==> config.mk <==
export PLATFORM = sky130hd
export DESIGN_NAME = alu_exec_unit
export DESIGN_NICKNAME = d
export VERILOG_FILES = /design/src/rtl/alu_pkg.sv /design/src/rtl/alu_core.sv /design/src/rtl/alu_exec_unit.sv
export SDC_FILE = /design/constraint.sdc
export NUM_CORES = 1
export LEC_CHECK = 0
export ABC_AREA = 1
export CORE_MARGIN = 2
export CORE_UTILIZATION = 53
export DETAILED_ROUTE_END_ITERATION = 6
export PLACE_DENSITY = 0.87
export SLEW_MARGIN = 20
export SYNTH_ARGS = -nofsm -noshare
export SYNTH_HDL_FRONTEND = slang
export SYNTH_SLANG_ARGS = --single-unit
==> constraint.sdc <==
create_clock -name clk -period 3.75 [get_ports clk]
set_clock_uncertainty 0.05 [all_clocks]
set_input_delay 0.5625 -clock clk [delete_from_list [all_inputs] [get_ports clk]]
set_output_delay 0.5625 -clock clk [all_outputs]
set_load 0.005 [all_outputs]
==> src/rtl/alu_pkg.sv <==
// Shared ALU control codes and output-buffer state encoding.
// The ALU control decoder and the execution side both use these constants.
package alu_pkg;

  localparam logic [3:0] ALU_AND = 4'b0000;
  localparam logic [3:0] ALU_OR  = 4'b0001;
  localparam logic [3:0] ALU_ADD = 4'b0010;
  localparam logic [3:0] ALU_SUB = 4'b0110;
  localparam logic [3:0] ALU_SLT = 4'b0111;
  localparam logic [3:0] ALU_NOR = 4'b1100;

  typedef enum logic [1:0] {
    EMPTY = 2'd0,
    ONE   = 2'd1,
    FULL  = 2'd2
  } buf_state_e;

endpackage

==> src/rtl/alu_core.sv <==
// Purely combinational ALU datapath selected by the 4-bit control code.
// Shared by the single-cycle datapath and the multi-cycle execution unit.
module alu_core
  import alu_pkg::*;
#(
  parameter int WIDTH = 32
) (
  input  logic [3:0]       code,
  input  logic [WIDTH-1:0] a,
  input  logic [WIDTH-1:0] b,
  output logic [WIDTH-1:0] result,
  output logic             zero,
  output logic             illegal
);

  logic [WIDTH-1:0] diff;
  logic             slt;

  assign diff = a - b;
  // Differing signs cannot overflow the compare: the negative operand is smaller.
  assign slt  = (a[WIDTH-1] ^ b[WIDTH-1]) ? a[WIDTH-1] : diff[WIDTH-1];

  always_comb begin
    result  = '0;
    illegal = 1'b0;
    case (code)
      ALU_AND: result = a & b;
      ALU_OR:  result = a | b;
      ALU_ADD: result = a + b;
      ALU_SUB: result = diff;
      ALU_SLT: result = {{(WIDTH-1){1'b0}}, slt};
      ALU_NOR: result = ~(a | b);
      default: illegal = 1'b1;
    endcase
  end

  assign zero = (result == '0);

endmodule

==> src/rtl/alu_exec_unit.sv <==
// ALU execution unit: accepts an operation, computes it with alu_core and
// queues {result, zero, illegal} in a 2-entry FIFO toward writeback.
module alu_exec_unit
  import alu_pkg::*;
#(
  parameter int WIDTH = 32
) (
  input  logic             clk,
  input  logic             rst_n,
  input  logic             in_valid,
  output logic             in_ready,
  input  logic [3:0]       alu_ctl,
  input  logic [WIDTH-1:0] op_a,
  input  logic [WIDTH-1:0] op_b,
  output logic             out_valid,
  input  logic             out_ready,
  output logic [WIDTH-1:0] result,
  output logic             zero,
  output logic             illegal,
  output logic [1:0]       dbg_state
);

  typedef struct packed {
    logic [WIDTH-1:0] result;
    logic             zero;
    logic             illegal;
  } entry_t;

  entry_t     core_out;
  entry_t     mem [2];
  logic       head;
  logic       tail;
  buf_state_e state;
  logic       in_xfer;
  logic       out_xfer;

  alu_core #(.WIDTH(WIDTH)) u_core (
    .code    (alu_ctl),
    .a       (op_a),
    .b       (op_b),
    .result  (core_out.result),
    .zero    (core_out.zero),
    .illegal (core_out.illegal)
  );

  // Handshake: a transfer happens on a rising edge where valid && ready on
  // that side; ready never looks at the peer's valid, and both ready/valid
  // come from the state register only.
  assign in_ready  = (state != FULL);
  assign out_valid = (state != EMPTY);
  assign in_xfer   = in_valid && in_ready;
  assign out_xfer  = out_valid && out_ready;

  always_ff @(posedge clk) begin
    if (!rst_n) begin
      state <= EMPTY;
      head  <= 1'b0;
      tail  <= 1'b0;
    end else begin
      if (in_xfer)  tail <= ~tail;
      if (out_xfer) head <= ~head;
      case ({in_xfer, out_xfer})
        2'b10:   state <= (state == EMPTY) ? ONE : FULL;
        2'b01:   state <= (state == FULL) ? ONE : EMPTY;
        default: state <= state;
      endcase
    end
  end

  // Payload storage needs no reset; the state register decides what is live.
  always_ff @(posedge clk) begin
    if (rst_n && in_xfer) mem[tail] <= core_out;
  end

  assign result    = out_valid ? mem[head].result  : '0;
  assign zero      = out_valid ? mem[head].zero    : 1'b0;
  assign illegal   = out_valid ? mem[head].illegal : 1'b0;
  assign dbg_state = state;

endmodule

## Word level (Yosys, flattened, before mapping)

Memory sizes are Yosys's and may differ from the RTL's. A register that Yosys moved wholly into a read port is not among the register bits.
Cells that the tools add are included.

- Memories: 1
- Bits in read-only memories: 0
- Memory bits (writable): 68
- Output and inout port bits: 38
- Bits in registers: 4
- Bits in latches: 0
- Bits of input ports: 72
- Logic and storage cells: 43

Memory list:

| memory | depth | bits a word | read ports | clocked after memory_dff | wr ports | RTL line | RTL |
|---|---|---|---|---|---|---|---|
| mem | 2 | 34 | 1 | 1 | 1 | alu_exec_unit.sv:30 | `entry_t mem [2];` |

- Eq/ne operators: 9
- Add/sub/neg operators: 2
- Reductions and logical operators: 9
- Div/mod/pow operators: 0
- Shifts and indexed selects: 0
- Bitwise operators: 6
- Magnitude comparators: 0
- Multipliers: 0
- Multiplexer cells: 13

Operators by type and width:

| cell | number |
|---|---|
| one-hot mux 32 bit (6 select lines) | 1 |
| adder 32 bit | 1 |
| bitwise AND 32 bit | 1 |
| zero test 32 bit | 1 |
| 2-to-1 mux 32 bit | 1 |
| NOT 32 bit | 1 |
| OR 32 bit | 1 |
| subtractor 32 bit | 1 |
| 2-to-1 mux 1 bit | 9 |
| equality test 4 x 3 -> 1 bit, second input constant | 2 |
| OR reduction 6 bit | 1 |
| equality test 2 bit, second input constant | 2 |
| equality test 4 x 1 -> 1 bit, second input constant | 1 |
| equality test 4 x 2 -> 1 bit, second input constant | 1 |
| equality test 4 bit, second input constant | 1 |
| zero test 4 bit | 1 |
| one-hot mux 2 bit (2 select lines) | 1 |
| nonzero test 2 bit | 2 |
| logical AND 1 bit | 3 |
| equality test 2 x 1 -> 1 bit, second input constant | 1 |
| zero test 2 bit | 1 |
| 2-to-1 mux 2 bit | 1 |
| inequality test 2 bit, second input constant | 1 |
| NOT 1 bit | 2 |
| XOR 1 bit | 1 |

## Longest topological paths before layout

- Word-level depth: 5
- Mapped depth: 25
- Depth with buffers taken out: 24

## Cells and area by module

Synthesis repeated with hierarchy kept, for this count alone.

- Cells, all modules: 1521
- Area total of the unflattened synthesis: 9780.6 µm²

By module, submodules not included:

| module | area an instance (µm²) | cells an instance | instances | seq. area each (µm²) |
|---|---|---|---|---|
| alu_core | 6996.7 | 1304 | 1 | 0.0 |
| alu_exec_unit | 2783.9 | 217 | 1 | 2142.1 |

## Worst setup path after synthesis

No wires, ideal clock.

- Path kind: input-to-reg
- Start: input port rst_n
- End: memory mem[1][0] (netlist bit) (enable)
- Stages: 2
- Setup time: 468 ps
- Buffers on the path: 0
- Data required time: 3232 ps
- Setup slack: 228 ps
- Arrival time: 3005 ps
- Path through: inv_1 -> nor3_1

- Cells in the longest elaborated chain, start to end: 3

Ends and longest elaborated chain:

| item | RTL line | RTL |
|---|---|---|
| from (decl) | alu_exec_unit.sv:9 | `input logic rst_n,` |
| logical AND 1 bit | alu_exec_unit.sv:72 | `if (rst_n && in_xfer) mem[tail] <= core_out;` |
| 2-to-1 mux 1 bit | alu_exec_unit.sv:72 |  |
| 2-to-1 mux 1 bit (not written as such) | alu_exec_unit.sv:72 |  |
| to (decl) | alu_exec_unit.sv:30 |  |

Every way passes these cells.

==> qor.yml <==
ir_drop_mv: 0.473
routed_wirelength_mm: 31.9
synth_cells: 1576
hold_viol_final: 0
drt_iter0_markers: 908
end_kind: "flip-flop"
critPathBufInv: 3
die_width_um: 137
io_buffer_count: 109
synth_edf_count: 68
num_vias: 10900
status: "complete, no violations"
die_h_um: 137
clk_path_buf_depth: 2
slew_headroom_pct: 54.1
grt_first_pass_wirelength_mm: 48.3
design.core.area_sq_mm: 0.0174
min_from: "head"
worstSetupPathType: "input pin to flip-flop"
synth_top_flop_cell: "edfxtp_1"
cts_tree: "built"
track_usage_pct: 33.2
worst_pin_slew_ns: 0.688
async_flop_share_pct: 0
cts_sinks: 73
drc: 0
hp-class: "flip-flop to flip-flop"
seq_area_frac_synth_pct: 22.7
critPathTopFamily: "simple AND/OR/NAND/NOR gates"
ys_warn_count: 0
cts_buffers: 9
maxCapViolCount: 0
cts.clk_slew.worst_paths_ns: 0.05
nets: 1996
initial_utilization_pct: 54.3
power_frac_seq_pct: 26.9
regArea_sq_mm: 0.00214
clkLatencyLatePin_ns: 0.33
htree_levels: 3
num_antenna_cells: 0
num_rows: 48
wl_per_cell_um: 15.6
p_int_w: 0.00232
root_buffer: "clkbuf_16"
hold_buffers: 0
dieArea_sq_mm: 0.0189
gr-total-overflow: 0
leakage_nw: 6.68
nFillCells: 1422
cp_common_cell: "nand3_1"
grt_pass1_vias: 10100
syn-cell-area_sq_mm: 0.00942
ant_nets: 0
detail_route.first_pass.iterations: 6
max_freq_mhz: 276
ioPinCount: 110
power.net_switching_w: 0.00146
synth_seq_cells: 73
fin_ws_ns: 0.129
start_kind: "input pin"
cp-startpoint: "op_a[18]"
required_ns: 3.87
dp_slack_ns: -0.358
viasPerCell: 5.33
setup_violations: 0
p_comb_share_pct: 54.1
slew_violations: 0
max_stage_delay_ns: 0.51
crit_chain: "clkdlybuf4s50_1, inv_1, ha_4, nor2_2, inv_1, nor2_4, nand2_2, nor3_4, nand2_4, nand2_4, a221oi_4, fa_2, nand2_1, nand3_1, nor2_2, nand3_1, nor2_1, nand3_1, nor2_1, nand3_1, nor2_1, nand3_1, nor2_1"
antenna_found_initial: 0
critical_path_arrival_ns: 3.75
fin_crit_ns: 3.62
syn-num-nets: 1754
r2r_start: "dbg_state[0]"
drive_gt1_share_pct: 13.9
synth_top_cell_by_area: "edfxtp_1"
area_growth_pct: 31.9
avgSynthCellArea_sq_um: 5.98
place_congestion: 0.985
power.total_w: 0.00378
power.share.switching_pct: 38.6
power_density_mw_per_mm2: 304
multi_input_area_sq_mm: 0.00622
crit_fanout: 4
fin_crit_sh_pct: 96.6
dp_hpwl_mm: 25.4
cpMaxStageDelayCell: "clkdlybuf4s50_1"
grt_max_degree: 35
synthDistinctLibCells: 36
synth_top_area_share_pct: 21.7
clkPwrFrac_pct: 19.0
synthTopCellsByArea: "edfxtp_1 22%, nand2_1 21%, ha_1 14%"
[final cells by class]
class | instances | area share (%)
clock buffer | 10 | 1.84
clock inverter | 6 | 0.201
inverter | 308 | 9.31
multi-input combinational | 1149 | 50.1
sequential | 73 | 17.2
tap | 225 | 2.27
timing repair buffer | 277 | 19.1
[final timing paths]
check	endpoint	slack (ns)	cells past startpoint
worst max-delay path	mem[0][1]	0.13	23
worst min-delay path	head	0.43	1
worst max register to register	mem[0][26]	1.78	4
worst min register to register	head	0.43	1
[flip-flops by register name (all words and copies together) (netlist names), named ones only]
name       flops
dbg_state      2
head           1
mem           68
tail           1
[power by group through the flow]
| stage | Combinational (W) | Sequential, W | Clock (W) |
|---|---|---|---|
| final | 0.00205 | 0.00102 | 0.000717 |
| after floorplan | 0.000998 | 0.00103 | 0 |
| after CTS | 0.00195 | 0.00102 | 0.000721 |
| after global placement | 0.00188 | 0.00103 | 0 |
| after global routing | 0.00224 | 0.00102 | 0.000766 |
| after detailed placement | 0.00193 | 0.00103 | 0 |
[synth_stat cells (3+ instances only)]
cell type,n
nand4_1,13
nand2_1,528
clkbuf_1,11
fa_1,3
inv_2,8
o21ai_1,3
ha_1,103
a21oi_1,90
buf_6,5
buf_4,4
nand3_1,124
edfxtp_1,68
nor3_1,13
o21ai_0,22
buf_2,24
inv_1,299
nor2_1,189
nor2_2,14
o21bai_1,6
dfxtp_1,5
a221oi_1,23
[kinds of logic after synthesis]
kind of cell / synth area share (%)
flip-flops: 22.7
buffers and inverters: 15.0
adder cells (fa/ha/maj): 14.3
AND/OR/NAND/NOR: 38.6
AO/OA/AOI/OAI: 9.22
XOR/XNOR: 0.0930
[repair_timing]
| item | CTS | global route |
|---|---|---|
| setup endpoints to repair | 2 | 4 |
| gates resized for setup | 3 | 56 |
| setup buffers | 0 | 3 |
| pin swaps | 0 | 14 |
[per-layer routing]
layer	wire length, um	part of all wire [%]	global-route usage, %
met3	2860	9.0	4.16
met2	14700	46	56.5
met5	0	0	0
met4	987	3.1	10.9
met1	13300	42	43.6
[cell usage in the layout, fill, tap and decap left out, types with 3 or more instances in the layout]
cell	netlist	final
nand3_1	124	123
o21bai_1	6	6
o21ai_0	22	20
nand2_1	528	520
inv_1	299	296
nor3_1	13	11
a21oi_1	90	89
nor2_1	189	178
nor2_2	14	19
clkdlybuf4s50_1	0	108
nor2_4	2	8
nand2_2	0	6
a221oi_1	23	22
clkbuf_16	0	9
buf_4	4	167
ha_1	103	85
edfxtp_1	68	68
clkinv_1	1	5
o21ai_1	3	5
nand3_2	2	3
ha_4	0	18
inv_2	8	11
nand4_1	13	13
dfxtp_1	5	5
[stage by stage]
stage	utilization (%)	hold WS [ns]	TNS (ns)	cells	cell area, sq um
after global routing	71.6	0.465	-0.268	2048	12400
final	71.6	0.426	0	2048	12400
after global placement	68.0	0.384	-0.643	2029	11800
after CTS	69.5	0.426	0	2045	12100
after floorplan	-	0.375	0	1576	9420
after detailed placement	68.0	0.413	-1.04	2029	11800
No activity file was read; power rests on OpenSTA's default activity.
